**src/rtl/spi_sample_rx.sv**
```systemverilog
// rtl/spi_sample_rx.sv - SPI slave receiver for packed 2-bit I/Q sample words
module spi_sample_rx #(
   parameter int WORD_BITS   = 8,
   parameter int SYNC_STAGES = 2
) (
   input  logic                 MCU_CLK_25_000,
   input  logic                 RESET_N,
   input  logic                 MCU_SCK,
   input  logic                 MCU_SS,
   input  logic                 MCU_MOSI,
   output logic [WORD_BITS-1:0] RX_DATA,
   output logic                 RX_VALID,
   input  logic                 RX_READY,
   output logic                 OVERRUN,
   output logic                 FRAME_ERR,
   output logic [15:0]          WORD_COUNT,
   input  logic                 CLEAR_STATUS
);

   localparam int CW = (WORD_BITS > 1) ? $clog2(WORD_BITS) : 1;
   localparam logic [CW-1:0] LAST_BIT = CW'(WORD_BITS - 1);

   typedef enum logic [0:0] {
      S_IDLE   = 1'b0,
      S_ACTIVE = 1'b1
   } state_t;

   state_t state;
   state_t state_nxt;

   logic [SYNC_STAGES-1:0] sck_sync;
   logic [SYNC_STAGES-1:0] ss_sync;
   logic [SYNC_STAGES-1:0] mosi_sync;
   logic                   sck_d;
   logic                   sync_sck;
   logic                   sync_ss;
   logic                   sync_mosi;
   logic                   sck_rise;

   logic [WORD_BITS-1:0]   shift_reg;
   logic [WORD_BITS-1:0]   shift_nxt;
   logic [CW-1:0]          bitcnt;

   logic                   shift_en;
   logic                   word_done;
   logic                   frame_set;
   logic                   cnt_clr;
   logic                   load;

   assign sync_sck  = sck_sync[SYNC_STAGES-1];
   assign sync_ss   = ss_sync[SYNC_STAGES-1];
   assign sync_mosi = mosi_sync[SYNC_STAGES-1];
   assign sck_rise  = sync_sck & ~sck_d;
   assign shift_nxt = {shift_reg[WORD_BITS-2:0], sync_mosi};
   // A finished word is taken if the output slot is empty or being emptied this cycle
   assign load      = word_done & (~RX_VALID | RX_READY);

   // Synchronize the asynchronous SPI lines; SS idles high so its chain presets to 1
   always_ff @(posedge MCU_CLK_25_000) begin
      if (!RESET_N) begin
         sck_sync  <= '0;
         ss_sync   <= '1;
         mosi_sync <= '0;
         sck_d     <= 1'b0;
      end else begin
         sck_sync  <= {sck_sync[SYNC_STAGES-2:0], MCU_SCK};
         ss_sync   <= {ss_sync[SYNC_STAGES-2:0], MCU_SS};
         mosi_sync <= {mosi_sync[SYNC_STAGES-2:0], MCU_MOSI};
         sck_d     <= sync_sck;
      end
   end

   // State register
   always_ff @(posedge MCU_CLK_25_000) begin
      if (!RESET_N) begin
         state <= S_IDLE;
      end else begin
         state <= state_nxt;
      end
   end

   // Next state: selection level alone moves between IDLE and ACTIVE
   always_comb begin
      state_nxt = state;
      case (state)
         S_IDLE:   if (!sync_ss) state_nxt = S_ACTIVE;
         S_ACTIVE: if (sync_ss)  state_nxt = S_IDLE;
         default:  state_nxt = S_IDLE;
      endcase
   end

   // State outputs: deselection takes priority over a coincident SCK edge
   always_comb begin
      shift_en  = 1'b0;
      word_done = 1'b0;
      frame_set = 1'b0;
      cnt_clr   = 1'b0;
      case (state)
         S_IDLE: cnt_clr = 1'b1;
         S_ACTIVE: begin
            if (sync_ss) begin
               cnt_clr   = 1'b1;
               frame_set = (bitcnt != '0);
            end else if (sck_rise) begin
               shift_en  = 1'b1;
               word_done = (bitcnt == LAST_BIT);
            end
         end
         default: cnt_clr = 1'b1;
      endcase
   end

   // Deserializer: shift MSB first, bit counter wraps at each completed word
   always_ff @(posedge MCU_CLK_25_000) begin
      if (!RESET_N) begin
         shift_reg <= '0;
         bitcnt    <= '0;
      end else begin
         if (cnt_clr) begin
            bitcnt <= '0;
         end else if (shift_en) begin
            bitcnt <= word_done ? '0 : bitcnt + 1'b1;
         end
         if (shift_en) begin
            shift_reg <= shift_nxt;
         end
      end
   end

   // Output word holding register and valid/ready handshake
   always_ff @(posedge MCU_CLK_25_000) begin
      if (!RESET_N) begin
         RX_DATA  <= '0;
         RX_VALID <= 1'b0;
      end else begin
         if (load) begin
            RX_DATA  <= shift_nxt;
            RX_VALID <= 1'b1;
         end else if (RX_VALID && RX_READY) begin
            RX_VALID <= 1'b0;
         end
      end
   end

   // Sticky status and word counter; a coincident set or increment beats CLEAR_STATUS
   always_ff @(posedge MCU_CLK_25_000) begin
      if (!RESET_N) begin
         OVERRUN    <= 1'b0;
         FRAME_ERR  <= 1'b0;
         WORD_COUNT <= '0;
      end else begin
         if (word_done && !load) begin
            OVERRUN <= 1'b1;
         end else if (CLEAR_STATUS) begin
            OVERRUN <= 1'b0;
         end

         if (frame_set) begin
            FRAME_ERR <= 1'b1;
         end else if (CLEAR_STATUS) begin
            FRAME_ERR <= 1'b0;
         end

         if (load) begin
            if (CLEAR_STATUS) begin
               WORD_COUNT <= 16'd1;
            end else if (WORD_COUNT != 16'hFFFF) begin
               WORD_COUNT <= WORD_COUNT + 16'd1;
            end
         end else if (CLEAR_STATUS) begin
            WORD_COUNT <= '0;
         end
      end
   end

endmodule
```
**config.mk**
```make
export PLATFORM = sky130hd
export DESIGN_NAME = spi_sample_rx
export DESIGN_NICKNAME = d
export VERILOG_FILES = /design/src/rtl/spi_sample_rx.sv
export SDC_FILE = /design/constraint.sdc
export NUM_CORES = 1
export LEC_CHECK = 0
export ABC_AREA = 1
export CAP_MARGIN = 20
export CORE_MARGIN = 2
export CORE_UTILIZATION = 45
export CTS_CLUSTER_SIZE = 14
export DETAILED_ROUTE_END_ITERATION = 8
export PLACE_DENSITY_LB_ADDON = 0.12
export REMOVE_ABC_BUFFERS = 1
export SKIP_LAST_GASP = 1
export SLEW_MARGIN = 25
export SYNTH_ARGS = -nofsm -noshare
export SYNTH_HDL_FRONTEND = slang
export SYNTH_SLANG_ARGS = --single-unit
```
**constraint.sdc**
```tcl
create_clock -name MCU_CLK_25_000 -period 1.38 [get_ports MCU_CLK_25_000]
set_input_delay 0.414 -clock MCU_CLK_25_000 [delete_from_list [all_inputs] [get_ports MCU_CLK_25_000]]
set_output_delay 0.414 -clock MCU_CLK_25_000 [all_outputs]
set_load 0.05 [all_outputs]
```
After elaboration in Yosys (flattened, before gate mapping)
Cells that the tools add are included.

Logic and storage cells: 55. Output and inout port bits: 27. Bits in registers: 45. Bits of input ports: 7.

$add $sub $neg: 2. Equal/unequal tests: 2. Reduce and logical (&&, ||, !) cells: 11. Bitwise logic cells: 7. Multiplexer cells: 21.

Operators with widths (number): 16-bit two-way mux (4); 16-bit by 1-bit adder with 16-bit output, second input constant (1); 16-bit inequality test, second input constant (1); 1-bit two-way mux (15); 2-bit nonzero test (5); 1-bit NOT (4); 3-bit by 1-bit adder with 3-bit output, second input constant (1); 3-bit == test, second input constant (1); 3-bit two-way mux (1); 3-bit nonzero test (1); 1-bit bitwise AND (2); 1-bit logical AND (2); 1-bit one-hot mux with 2 select lines (1); 2-bit AND reduction (1); 2-bit OR reduction (1); 1-bit zero test (1); 1-bit OR (1).

Logic depth before layout (Yosys ltp)
Gate-level depths: netlist of the first run.

Depth in word-level cells: 9. Depth in mapped cells: 11. Gate-level depth less buffers: 11.

Worst setup path after synthesis of the first run
OpenSTA, ideal clock, no wires.

Path kind: flip-flop to flip-flop. From: register WORD_COUNT[1]. To: register WORD_COUNT[8]. Required time: 1310 ps. Data arrival time: 1877 ps. Clock period less this slack: 1947 ps. Stages on the path, launching flop included: 11. Slack: -567 ps. Setup time: 70 ps. Cells stage by stage: dfxtp_1 > ha_1 > nand2_2 > nor2_4 > nand2_4 > nor2_2 > nand2_2 > nand2_4 > buf_12 > nand2_2 > a21oi_2.

Word-level cells in the longest chain between the ends: 4. Elaborated cells between the ends (all ways): 7. Classes of those cells: add/sub: 1; eq/ne: 1; mux: 3; reduce/logical: 2.

Ends and longest elaborated chain: start, declared (RTL line 16) `output logic [15:0] WORD_COUNT,`; start signal, assigned (RTL line 168) `WORD_COUNT <= WORD_COUNT + 16'd1;`; 16-bit by 1-bit adder with 16-bit output (RTL line 168); 16-bit two-way mux (RTL line 167) `end else if (WORD_COUNT != 16'hFFFF) begin`; 16-bit two-way mux (RTL line 165) `if (CLEAR_STATUS) begin`; 16-bit two-way mux (RTL line 164) `if (load) begin`.

Parallel ways exist; a longest one is shown, timed or not. The select of a mux whose other input is x is not followed. A chain may end at the register's enable or synchronous reset.

Final worst setup path of the first run
From: register bitcnt[0]. To: register WORD_COUNT[1].

Word-level cells in the longest chain between the ends: 7. Elaborated cells between the ends (all ways): 8. Classes of those cells: eq/ne: 1; mux: 4; bitwise: 1; reduce/logical: 2.

Ends and longest elaborated chain: start, declared (RTL line 42) `logic [CW-1:0] bitcnt;`; start signal, assigned (RTL line 122) `bitcnt <= word_done ? '0 : bitcnt + 1'b1;`; 3-bit == test (*) (RTL line 106) `word_done = (bitcnt == LAST_BIT);`; 1-bit two-way mux (*) (RTL line 104) `end else if (sck_rise) begin`; 1-bit two-way mux (*) (RTL line 101) `if (sync_ss) begin`; 1-bit two-way mux (*) (RTL line 98) `case (state)`; 1-bit bitwise AND (*) (RTL line 56) `assign load = word_done & (~RX_VALID | RX_READY);`; 2-bit nonzero test (no line); 2-bit AND reduction (no line).

Mark *: on every way between the ends. The rest lies on a longest branch, timed or not.

==> metrics, run 1 <==
die area=0.005369 mm2; grt ovf=0; first drt pass iteration count=4; global-route wire length before repair=9.404 mm; XOR/XNOR Fraction of Synth Area=0%; clock skew=0.007310 ns; post-DR wirelength/cell=13.88 um; CTS Buffer Depth=2; register area share after synthesis=between 40% and 50%; Via Count=2275; final setup vio count=10; R2R setup slack=-0.06 ns; DRC errors left=0; die height=73.28 um; RR Endpoint=WORD_COUNT[1]; Core ar.=0.004661 mm2; yosys synthesis warning count=0; cell area after synthesis=around 0.0022 mm2; Netlist cell types=26; vias in the first global route=2175; CTS tree=done; unrepaired setup endpoints after global routing=true; Initial Util=46.34%; maxcap violations=0; top-count cell post-synth=nor2_1; Req. time, crit path=between 1.5 and 2 ns; Final Cycle Share=104.6%; Via density=between 5 and 6; mux share of post-synthesis cell area=0%; Slowest-stage cell, CP=dfxtp_2; synthesized-area fraction occupied by and/or/nand/nor cells=34.99%; relative slew slack=81.95%; H-Tree Level Count=2; Worst setup EP type=flop; Worst Tran Pin Value=around 0.27 ns; Crit Path Max Fanout=4; CP Launch Type=flop; Post-Syn Area per Cell=about 7.0 um2; ys async rst share=0%; clock sink count=45; n_diodes=0; antenna violations before repair=0; Synth Area in Compound Gates=11.12%; crit path cell chain=ha_4 > ha_4 > nand3_4 > nor2_4 > nand3_1 > a21oi_2; Final Max Tran Viols=0; Power Density=around 760 mW/mm2; post-route ant nets=0; die width=around 73 um; Crit Path Class=reg -> reg; failing checks=setup timing; Placer Congestion=0.9157; CTS Buf Count=5; Core Rows=25; Place WS=-0.5157 ns; largest family of logic cells by synthesized area=simple AND/OR/NAND/NOR gates; Setup WS post-layout=-0.06374 ns; IO Pins=34; most frequent cells after synthesis=nor2_1, nand2_1, dfxtp_1, inv_1; crit path DAT=1.69 ns; IO Port Bufs=33; share of Yosys cell area claimed by the top area cell type=41.71%; worst min path class=reg -> reg; crit-path max cell delay=0.36 ns; Gate Count Post-Synth=308; Reg2Reg Depth=6; status=finished with violations; HPWL Detailed=3.829 mm; Final TNS setup=-0.2271 ns; #FFs+latches synth=45; crit-path most repeated cell=ha_4; Inst Count DP=roughly 430; clock-pin slew on the worst setup and hold paths=0.09 ns; Final nets=between 300 and 400; Routed WL=approximately 6 mm; clock latency on the worst-skew pair=0.31 ns; Post-synth top flop=dfxtp_1; Post-Synth Adder-Cell Area=2.317%; final cell count without fillers=approximately 440; largest net degree at the start of global routing=26; r2r startpoint=bitcnt[0]; Root Driver=clkbuf_8; crit path time final=1.444 ns; Final Hold Viols=0; Max IR drop VDD=0.8332 mV; crit path to=WORD_COUNT[1]; Area contributors post-synth=dfxtp_1, nor2_1, nand2_1; area grow syn2layout=65.76%; Tot Pwr=between 0.002 and 0.003 W; largest area contributor in the netlist=dfxtp_1; Largest register FFs=16; Crit. Startpoint=bitcnt[0]; Leakage Power=1.511 nW; EDFF count, synth=0; Overall Global Routing Usage=22.91%; Layout fillers=around 300; fmax=692.6 MHz; layout cells sized above 1=42.42%; 1st-iter DRT viols=135
## timing repair
item,in CTS,in global routing
resized for setup,40,52
setup endpoints to repair,28,37
hold buffers,0,0
cloned,1,0
setup buffers,1,5
endpoints found under the hold margin,0,0
pin swaps,15,26
## placed cells by master, fill, tap and decap left out, types with 4 or more instances in the layout
master            n
nor2_1           53
nand2_1          48
buf_4            35
inv_1            34
dfxtp_1          33
buf_12           27
nand2_2          13
o21ai_0          13
buf_6            12
nand3_1          10
a21oi_2          10
dfxtp_2           9
nor2_4            9
nand4_1           8
nor2_2            7
inv_2             7
a21oi_1           6
o21ai_1           5
nand2_4           5
nand3_2           5
clkbuf_8          5
clkdlybuf4s50_1   5
or2_2             4
## power by group
part	switching, W	internal [W]
clock	0.000484	0.000729
sequential	0.00000794	0.00131
combinational	0.000116	0.0000842
## worst max-delay path: cells and delay by family, from the launching register on
family	cells	cell delay, ns
compound gates	1	0.17
fa+ha+maj	2	0.30
simple gates	3	0.54
flops	1	0.36
## how the worst min path moves through the flow
stage,start,endpoint,cells after the start,slack [ns]
after detailed placement,mosi_sync[0],mosi_sync[1],2,0.41
after floorplan,mosi_sync[0],mosi_sync[1],2,0.39
after global routing,ss_sync[1],state,1,0.45
after CTS,mosi_sync[0],mosi_sync[1],2,0.43
after global placement,ss_sync[0],ss_sync[1],1,0.40
final,mosi_sync[0],mosi_sync[1],2,0.42
## cell families after synthesis
logic type               after synthesis
AND/OR/NAND/NOR                      168
buffers and inverters                 52
flip-flops                            45
AO/OA/AOI/OAI                         39
adder cells (fa/ha/maj)                4
## per-stage QoR
stage / cell area [um2] / hold slack, ns / util, %
after floorplan: 2112 / 0.3900 / -
after global placement: 3095 / 0.3957 / 66.42
after detailed placement: 3095 / 0.4052 / 66.42
after CTS: 3388 / 0.4266 / 72.70
after global routing: 3580 / 0.4461 / 76.81
final: 3580 / 0.4232 / 76.81
## cell type report
class / count / area (um2) / share of cell area [%]
clock buffer: 5 / 68.82 / 1.922
clock inverter: 3 / 68.82 / 1.922
inverter: 44 / 172.7 / 4.824
multi-input combinational: 212 / 1277 / 35.69
sequential: 45 / 923.4 / 25.80
tap: 54 / 67.56 / 1.887
timing repair buffer: 80 / 1001 / 27.96
## per-layer routing
layer | track usage, % | share of wire, % | up-vias
met5 | 0 | 0 | -
met4 | 6.996 | 1.5 | 0
met3 | 5.350 | 3.1 | 6
met2 | 42.14 | 55 | 50
met1 | 26.01 | 41 | 1090
li1 | - | - | 1129
No activity file was read; power rests on OpenSTA's default activity.
==> run 2: changes to the inputs <==
==> constraint.sdc (replaced) <==
create_clock -name MCU_CLK_25_000 -period 1.38 [get_ports MCU_CLK_25_000]
set_input_delay 0.414 -clock MCU_CLK_25_000 [delete_from_list [all_inputs] [get_ports MCU_CLK_25_000]]
set_output_delay 0.414 -clock MCU_CLK_25_000 [all_outputs]
set_load 0.02 [all_outputs]
==> metrics, run 2 (same netlist as run 1, synthesis figures left out) <==
Worst setup EP type=flop (unchanged); n_diodes=0 (unchanged); Leakage Power=1.402 nW (was 1.511 nW); die area=0.005369 mm2 (unchanged); Final TNS setup=-0.3415 ns (was -0.2271 ns); sequential share of power=55.5% (was 48.2%); uppermost layer routed=met4 (unchanged); H-Tree Level Count=2 (unchanged); global-route wire length before repair=8.901 mm (was 9.404 mm); Area after DPL=0.002838 mm2 (was 0.003095 mm2); Final Instance Area=0.003183 mm2 (was 0.003580 mm2); crit path DAT=1.68 ns (was 1.69 ns); Max IR drop VDD=0.5004 mV (was 0.8332 mV); clock latency on the worst-skew pair=0.31 ns (about the same); Core Rows=25 (unchanged); unrepaired setup endpoints after global routing=true (unchanged); Final Hold Viols=0 (unchanged); Overall Global Routing Usage=21.42% (was 22.91%); clock-pin slew on the worst setup and hold paths=0.10 ns (was 0.09 ns); Via Count=2198 (was 2275); worst min path class=reg -> reg (unchanged); Root Driver=clkbuf_8 (unchanged); IO Port Bufs=33 (unchanged); CTS Buf Count=5 (unchanged); most common cell after layout, fill and taps aside=nor2_1 (unchanged); antenna violations before repair=0 (unchanged); 1st-iter DRT viols=109 (was 135); area grow syn2layout=47.39% (was 65.76%); Largest register FFs=16 (unchanged); crit path time final=1.431 ns (was 1.444 ns); clock skew=0.009617 ns (was 0.007310 ns); Core ar.=0.004661 mm2 (unchanged); Initial Util=46.34% (unchanged); clock sink count=45 (unchanged); CTS tree=done (unchanged); final setup vio count=14 (was 10); sw frac=24.70% (was 22.29%); Final Max Tran Viols=0 (unchanged); Via density=4.939 (was 5.135); Placer Congestion=0.8132 (was 0.9157); part of the total power dissipated in the clock network=37.5% (was 44.5%); CTS Buffer Depth=2 (unchanged); Power Density=746.6 mW/mm2 (was 762.1 mW/mm2); HPWL Detailed=3.747 mm (was 3.829 mm); Comb power frac=7.0% (was 7.3%); die width=73.28 um (unchanged); met3 WL=208 um (was 193 um); Req. time, crit path=1.63 ns (about the same); grt ovf=0 (unchanged); WL met2=2.937 mm (was 3.362 mm); most frequent cells in the layout=nor2_1, nand2_1, buf_4 (unchanged); DRC errors left=0 (unchanged); Switch Pwr=0.0005870 W (was 0.0006080 W); layout cells sized above 1=41.69% (was 42.42%); die height=73.28 um (unchanged); WL met1=2.359 mm (was 2.502 mm); status=finished with violations (unchanged); P_int=0.001790 W (was 0.002120 W); maxcap violations=0 (unchanged); Worst Tran Pin Value=0.2621 ns (was 0.2704 ns); post-DR wirelength/cell=12.57 um (was 13.88 um); largest net degree at the start of global routing=26 (unchanged); Worst Hold Slack=0.4177 ns (was 0.4232 ns); CP Launch Type=flop (unchanged); first drt pass iteration count=4 (unchanged); post-route ant nets=0 (unchanged); final cell count without fillers=445 (was 443); Inst Count DP=429 (unchanged); Crit Path Max Fanout=8 (was 4); Final Cycle Share=103.7% (was 104.6%); Routed WL=5.592 mm (was 6.150 mm); failing checks=setup timing (unchanged); vias in the first global route=2025 (was 2175); relative slew slack=82.51% (was 81.95%); IO Pins=34 (unchanged); Final nets=401 (was 399); Setup WS post-layout=-0.05140 ns (was -0.06374 ns); Post-Route Utilization=68.30% (was 76.81%); Crit Path Class=reg -> reg (unchanged); fmax=698.6 MHz (was 692.6 MHz)
==> run 2: through the flow <==
stage	power [W]	setup WS (ns)
3_3_place_gp	0.001497	-0.4512
6_report	0.002377	-0.05140
2_1_floorplan	0.001415	-0.2744
5_1_grt	0.002450	-0.1553
3_5_place_dp	0.001498	-0.4868
4_1_cts	0.002378	-0.06301
==> run 2: path summary, 6_finish.rpt <==
path,start,cells after the start,to,slack [ns]
max,WORD_COUNT[0],10,WORD_COUNT[2],-0.05
min,mosi_sync[0],2,mosi_sync[1],0.42
max reg2reg,WORD_COUNT[0],10,WORD_COUNT[2],-0.05
min reg2reg,mosi_sync[0],2,mosi_sync[1],0.42
==> run 2: power groups by stage <==
stage	sequential, W	clock (W)	combinational [W]
after global routing	0.00132	0.000948	0.000182
after detailed placement	0.00135	0	0.000146
after CTS	0.00132	0.000903	0.000155
after floorplan	0.00136	0	0.0000561
final	0.00132	0.000892	0.000167
after global placement	0.00135	0	0.000145
==> run 2: area by class of cell <==
cell class,count,area (um2)
clock buffers,6,82.58
clock inverters,2,13.76
fillers,400,1478
inverters,44,168.9
multi-input cells,212,1245
flip-flops and latches,45,920.9
well taps,54,67.56
repair buffers,82,684.4
==> run 2: layer usage <==
| layer | vias up | global-route usage [%] |
|---|---|---|
| li1 | 1128 | - |
| met1 | 1017 | 25.98 |
| met2 | 43 | 37.94 |
| met3 | 10 | 4.527 |
| met4 | 0 | 6.173 |
| met5 | - | 0 |
==> run 2: what timing repair did <==
item	in CTS	in global routing
buffers inserted	2	6
gates cloned	1	0
pin swaps	11	21
setup endpoints to repair	51	44
gates resized for setup	105	50
hold buffers	0	0
==> run 2: critical path, stage by stage (launching register included) <==
cell and delay [ns]:
dfxtp_2 0.37, ha_4 0.15, nand2_4 0.05, nor2_4 0.13
nand2_4 0.09, nor2_4 0.13, nand2_4 0.09, nand2_8 0.11
buf_6 0.11, nand2_4 0.03, a21oi_2 0.09
==> run 3: changes to the inputs <==
ABC_CLOCK_PERIOD_IN_PS = 1380   (was not set)
SETUP_SLACK_MARGIN = 0.05   (was not set)
TNS_END_PERCENT = 20   (was not set)
==> metrics, run 3 (same netlist as run 1, synthesis figures left out) <==
fmax=709.4 MHz (was 698.6 MHz); die height=73.28 um (unchanged); Via density=4.848 (was 4.939); crit path DAT=1.60 ns (was 1.68 ns); Core Rows=25 (unchanged); Layout fillers=427 (was 400); 1st-iter DRT viols=116 (was 109); Initial Util=46.34% (unchanged); Power Density=765.8 mW/mm2 (was 746.6 mW/mm2); antenna violations before repair=0 (unchanged); Routed WL=5.253 mm (was 5.592 mm); Final Max Tran Viols=0 (unchanged); Overall Global Routing Usage=21.22% (was 21.42%); Crit. Startpoint=WORD_COUNT[1] (was WORD_COUNT[0]); Max IR drop VDD=0.5030 mV (was 0.5004 mV); clock latency on the worst-skew pair=0.30 ns (was 0.31 ns); Place WS=-0.4868 ns (unchanged); post-DR wirelength/cell=11.94 um (was 12.57 um); Root Driver=clkbuf_8 (unchanged); Leakage Power=1.433 nW (was 1.402 nW); Crit Path Max Fanout=3 (was 8); HPWL Detailed=3.747 mm (unchanged); clock skew=0.009288 ns (was 0.009617 ns); die width=73.28 um (unchanged); DRC errors left=0 (unchanged); final setup vio count=16 (was 14); layout cells sized above 1=33.42% (was 41.69%); Final nets=396 (was 401); Req. time, crit path=1.57 ns (was 1.63 ns); worst min path class=reg -> reg (unchanged); Final Cycle Share=102.1% (was 103.7%); Via Count=2133 (was 2198); first drt pass iteration count=4 (unchanged); area grow syn2layout=41.95% (was 47.39%); HP Start=mosi_sync[0] (unchanged); relative slew slack=82.41% (was 82.51%); CTS Buffer Depth=2 (unchanged); CP Launch Type=flop (unchanged); Core ar.=0.004661 mm2 (unchanged); failing checks=setup timing (unchanged); r2r startpoint=WORD_COUNT[1] (was WORD_COUNT[0]); die area=0.005369 mm2 (unchanged); maxcap violations=0 (unchanged); most frequent cells in the layout=nor2_1, nand2_1, buf_4 (unchanged); H-Tree Level Count=2 (unchanged); largest net degree at the start of global routing=26 (unchanged); Placer Congestion=0.8132 (unchanged); Inst Count DP=429 (unchanged); Reg2Reg Depth=9 (was 10); IO Port Bufs=33 (unchanged); grt ovf=0 (unchanged); WHS Path Cells=2 (unchanged); IO Pins=34 (unchanged); n_diodes=0 (unchanged); crit path time final=1.410 ns (was 1.431 ns); clock-pin slew on the worst setup and hold paths=0.09 ns (was 0.10 ns); Worst Hold Slack=0.4176 ns (was 0.4177 ns); Final TNS setup=-0.2265 ns (was -0.3415 ns); post-route ant nets=0 (unchanged); unrepaired setup endpoints after global routing=true (unchanged); Worst setup EP type=flop (unchanged); Final Hold Viols=0 (unchanged); Largest register FFs=16 (unchanged); CTS Buf Count=5 (unchanged); Setup WS post-layout=-0.02957 ns (was -0.05140 ns); Tot Pwr=0.002347 W (was 0.002377 W); Worst Tran Pin Value=0.2636 ns (was 0.2621 ns); most common cell after layout, fill and taps aside=nor2_1 (unchanged); CTS tree=done (unchanged); global-route wire length before repair=8.845 mm (was 8.901 mm); final cell count without fillers=440 (was 445); Crit Path Class=reg -> reg (unchanged); clock sink count=45 (unchanged); vias in the first global route=2030 (was 2025); hold buffers post-CTS=0 (unchanged); status=finished with violations (unchanged)
run 3: power breakdown:
group / switching [W] / leakage [nW] / internal [W]
Sequential: 0.00000786 / 0.370 / 0.00131
Clock: 0.000465 / 0.0512 / 0.000407
Combinational: 0.0000898 / 1.01 / 0.0000669
run 3: path summary, 6_finish.rpt:
check | to | slack (ns)
worst min-delay path | mosi_sync[1] | 0.42
worst min register to register | mosi_sync[1] | 0.42
worst max register to register | WORD_COUNT[3] | -0.03
worst max-delay path | WORD_COUNT[3] | -0.03
run 3: metal layers:
metal | GRT usage, % | up-vias | part of all wire, %
met5 | 0 | - | 0
met4 | 6.379 | 0 | 0.88
met3 | 4.390 | 4 | 4.3
met2 | 37.74 | 46 | 52
met1 | 25.56 | 964 | 43
li1 | - | 1119 | -
run 3: final cells by class:
type / instances / area [um2] / area share (%)
Tap cell: 54 / 67.56 / 2.204
Timing Repair Buffer: 77 / 615.6 / 20.08
Clock inverter: 2 / 13.76 / 0.4490
Sequential cell: 45 / 914.6 / 29.84
Clock buffer: 6 / 82.58 / 2.694
Multi-Input combinational cell: 212 / 1205 / 39.31
Inverter: 44 / 166.4 / 5.429
run 3: repair_timing:
item | 4_1_cts | 5_1_grt
pin swaps | 7 | 10
gates resized for setup | 87 | 24
setup buffers | 2 | 1
endpoints found under the setup margin | 51 | 47
cloned | 1 | 0
hold endpoints to repair | 0 | 0
run 3: through the flow:
step	area [um2]	util, %
5_1_grt	3065	65.77
3_3_place_gp	2838	60.89
2_1_floorplan	2112	-
3_5_place_dp	2838	60.89
6_report	3065	65.77
4_1_cts	2983	64.00
run 3: worst max-delay path: stages (launching register included):
cell and delay (ns):
dfxtp_4 0.38, ha_4 0.14, nand2_4 0.06, nor2_4 0.13, nand2_4 0.09, nor2_4 0.11, nand2_4 0.09, buf_4 0.15
nand3_1 0.10, a21oi_2 0.06
==> patch (flow settings as in run 3) <==
Make the reset (`RESET_N`) asynchronous in 5 clocked blocks.
--- a/src/rtl/spi_sample_rx.sv
+++ b/src/rtl/spi_sample_rx.sv
@@ -56,7 +56,7 @@
    assign load      = word_done & (~RX_VALID | RX_READY);
 
    // Synchronize the asynchronous SPI lines; SS idles high so its chain presets to 1
-   always_ff @(posedge MCU_CLK_25_000) begin
+   always_ff @(posedge MCU_CLK_25_000 or negedge RESET_N) begin
       if (!RESET_N) begin
          sck_sync  <= '0;
          ss_sync   <= '1;
@@ -71,7 +71,7 @@
    end
 
    // State register
-   always_ff @(posedge MCU_CLK_25_000) begin
+   always_ff @(posedge MCU_CLK_25_000 or negedge RESET_N) begin
       if (!RESET_N) begin
          state <= S_IDLE;
       end else begin
@@ -111,7 +111,7 @@
    end
 
    // Deserializer: shift MSB first, bit counter wraps at each completed word
-   always_ff @(posedge MCU_CLK_25_000) begin
+   always_ff @(posedge MCU_CLK_25_000 or negedge RESET_N) begin
       if (!RESET_N) begin
          shift_reg <= '0;
          bitcnt    <= '0;
@@ -128,7 +128,7 @@
    end
 
    // Output word holding register and valid/ready handshake
-   always_ff @(posedge MCU_CLK_25_000) begin
+   always_ff @(posedge MCU_CLK_25_000 or negedge RESET_N) begin
       if (!RESET_N) begin
          RX_DATA  <= '0;
          RX_VALID <= 1'b0;
@@ -143,7 +143,7 @@
    end
 
    // Sticky status and word counter; a coincident set or increment beats CLEAR_STATUS
-   always_ff @(posedge MCU_CLK_25_000) begin
+   always_ff @(posedge MCU_CLK_25_000 or negedge RESET_N) begin
       if (!RESET_N) begin
          OVERRUN    <= 1'b0;
          FRAME_ERR  <= 1'b0;
Function: differs if RESET_N is asserted again (counterexample within 10 cycles, from zero or initial values and one cycle with RESET_N low); with RESET_N held inactive, the same outputs for 10 cycles.
==> patch against run 3 <==
Critical endpoint is now WORD_COUNT[7]; sequential share of layout area increased by 7.5 points; synthesized area decreased by 0.58%; routed wire length decreased by 6.1%; the flow still finishes with violations (negative setup slack); final area decreased by 1.3%; worst setup slack got worse by 36 ps; clock skew decreased by 2.0 ps; power increased by 15%; global-route usage increased by 0.14 points; sequential cell count unchanged; clock power increased by 16%.
==> patch: results <==
run_status:
  status: "complete, but fails checks"
  violations: "negative setup slack"
grt:
  grt_max_degree: 21
  grt_pass1_wl_um: 8740
  track_usage_pct: 21.4
  grt.met2_usage_pct: 37.3
layout:
  multi_input_area_share_pct: 31.7
  regArea_um2: 1130
  nonClockInverterCount: 30
  final_nets: 352
  multi_input_gates: 180
  layout.nonclk_buf_share_pct: 21.3
yosys:
  synth_cell_types: 25
  yosys-top-cells-area: "dfrtp_1, nand2_1, o21ai_0"
  synth_seq_area_share_pct: 52.6
  synth_compound_area_share_pct: 9.44
  syn-instance-count: 259
  synth-main-ff-cell: "dfrtp_1"
place:
  dpl.hpwl_um: 3540
  gp_congestion: 0.874
setup_path:
  cp.arrival_ps: 1030
  cp_slowest_cell: "dfrtp_1"
  cpLargestDelayFamily: "flip-flops"
route:
  routed_wl_um: 4930
  dr.first_iter.drc_count: 97
  vias_per_cell: 4.93
  first_pass_iters: 5
timing:
  skew_ps: 7.32
  setup_ws_ps: -65.1
  finalSetupViolCount: 41
pwr:
  leakage_uw: 0.00153
  internal-power_uw: 2050
==> patch: changes by cell type in the layout (fill, tap and decap cells not counted), sizes merged, moves of 3 or more <==
cell / run 3 / this run
nor2: 69 / 23
dfxtp: 45 / 0
dfrtp: 0 / 43
nand2: 68 / 90
a21oi: 16 / 0
inv: 43 / 30
o21ai: 18 / 29
a211oi: 3 / 0
o21bai: 0 / 3
==> patch: per-stage QoR <==
step | power (µW) | util, % | TNS (ps) | area (µm²) | setup WS (ps)
2_1_floorplan | 1550 | - | -6470 | 2120 | -383
3_3_place_gp | 1680 | 61.7 | -6840 | 2870 | -298
3_5_place_dp | 1690 | 61.7 | -8170 | 2870 | -386
4_1_cts | 2720 | 64.8 | -1750 | 3020 | -72.4
5_1_grt | 2800 | 64.9 | -5220 | 3020 | -192
6_report | 2690 | 64.9 | -1450 | 3020 | -65.1
==> patch: what timing repair did <==
action,CTS,global route
pin swaps,5,0
buffers inserted,2,0
gates cloned,1,0
resized for setup,69,2
setup endpoints to repair,52,47
endpoints found under the hold margin,6,0
hold buffers,1,0
==> patch: power groups by stage <==
stage	Sequential, µW	Clock [µW]	Combinational, µW
floorplan	1450	0	99.2
global placement	1450	0	232
detailed placement	1450	0	240
CTS	1420	1040	265
global route	1430	1070	296
finish	1420	1010	258
==> patch: path summary, 6_finish.rpt <==
| kind | depth (start not counted) | startpoint | endpoint |
|---|---|---|---|
| worst max-delay path | 1 | WORD_COUNT[7] | WORD_COUNT[7] |
| worst min-delay path | 0 | mosi_sync[0] | mosi_sync[1] |
| worst max register to register | 8 | WORD_COUNT[1] | WORD_COUNT[0] |
| worst min register to register | 0 | mosi_sync[0] | mosi_sync[1] |
| max in group asynchronous | 3 | RESET_N | shift_reg[1] |
| min in group asynchronous | 2 | RESET_N | RX_VALID |
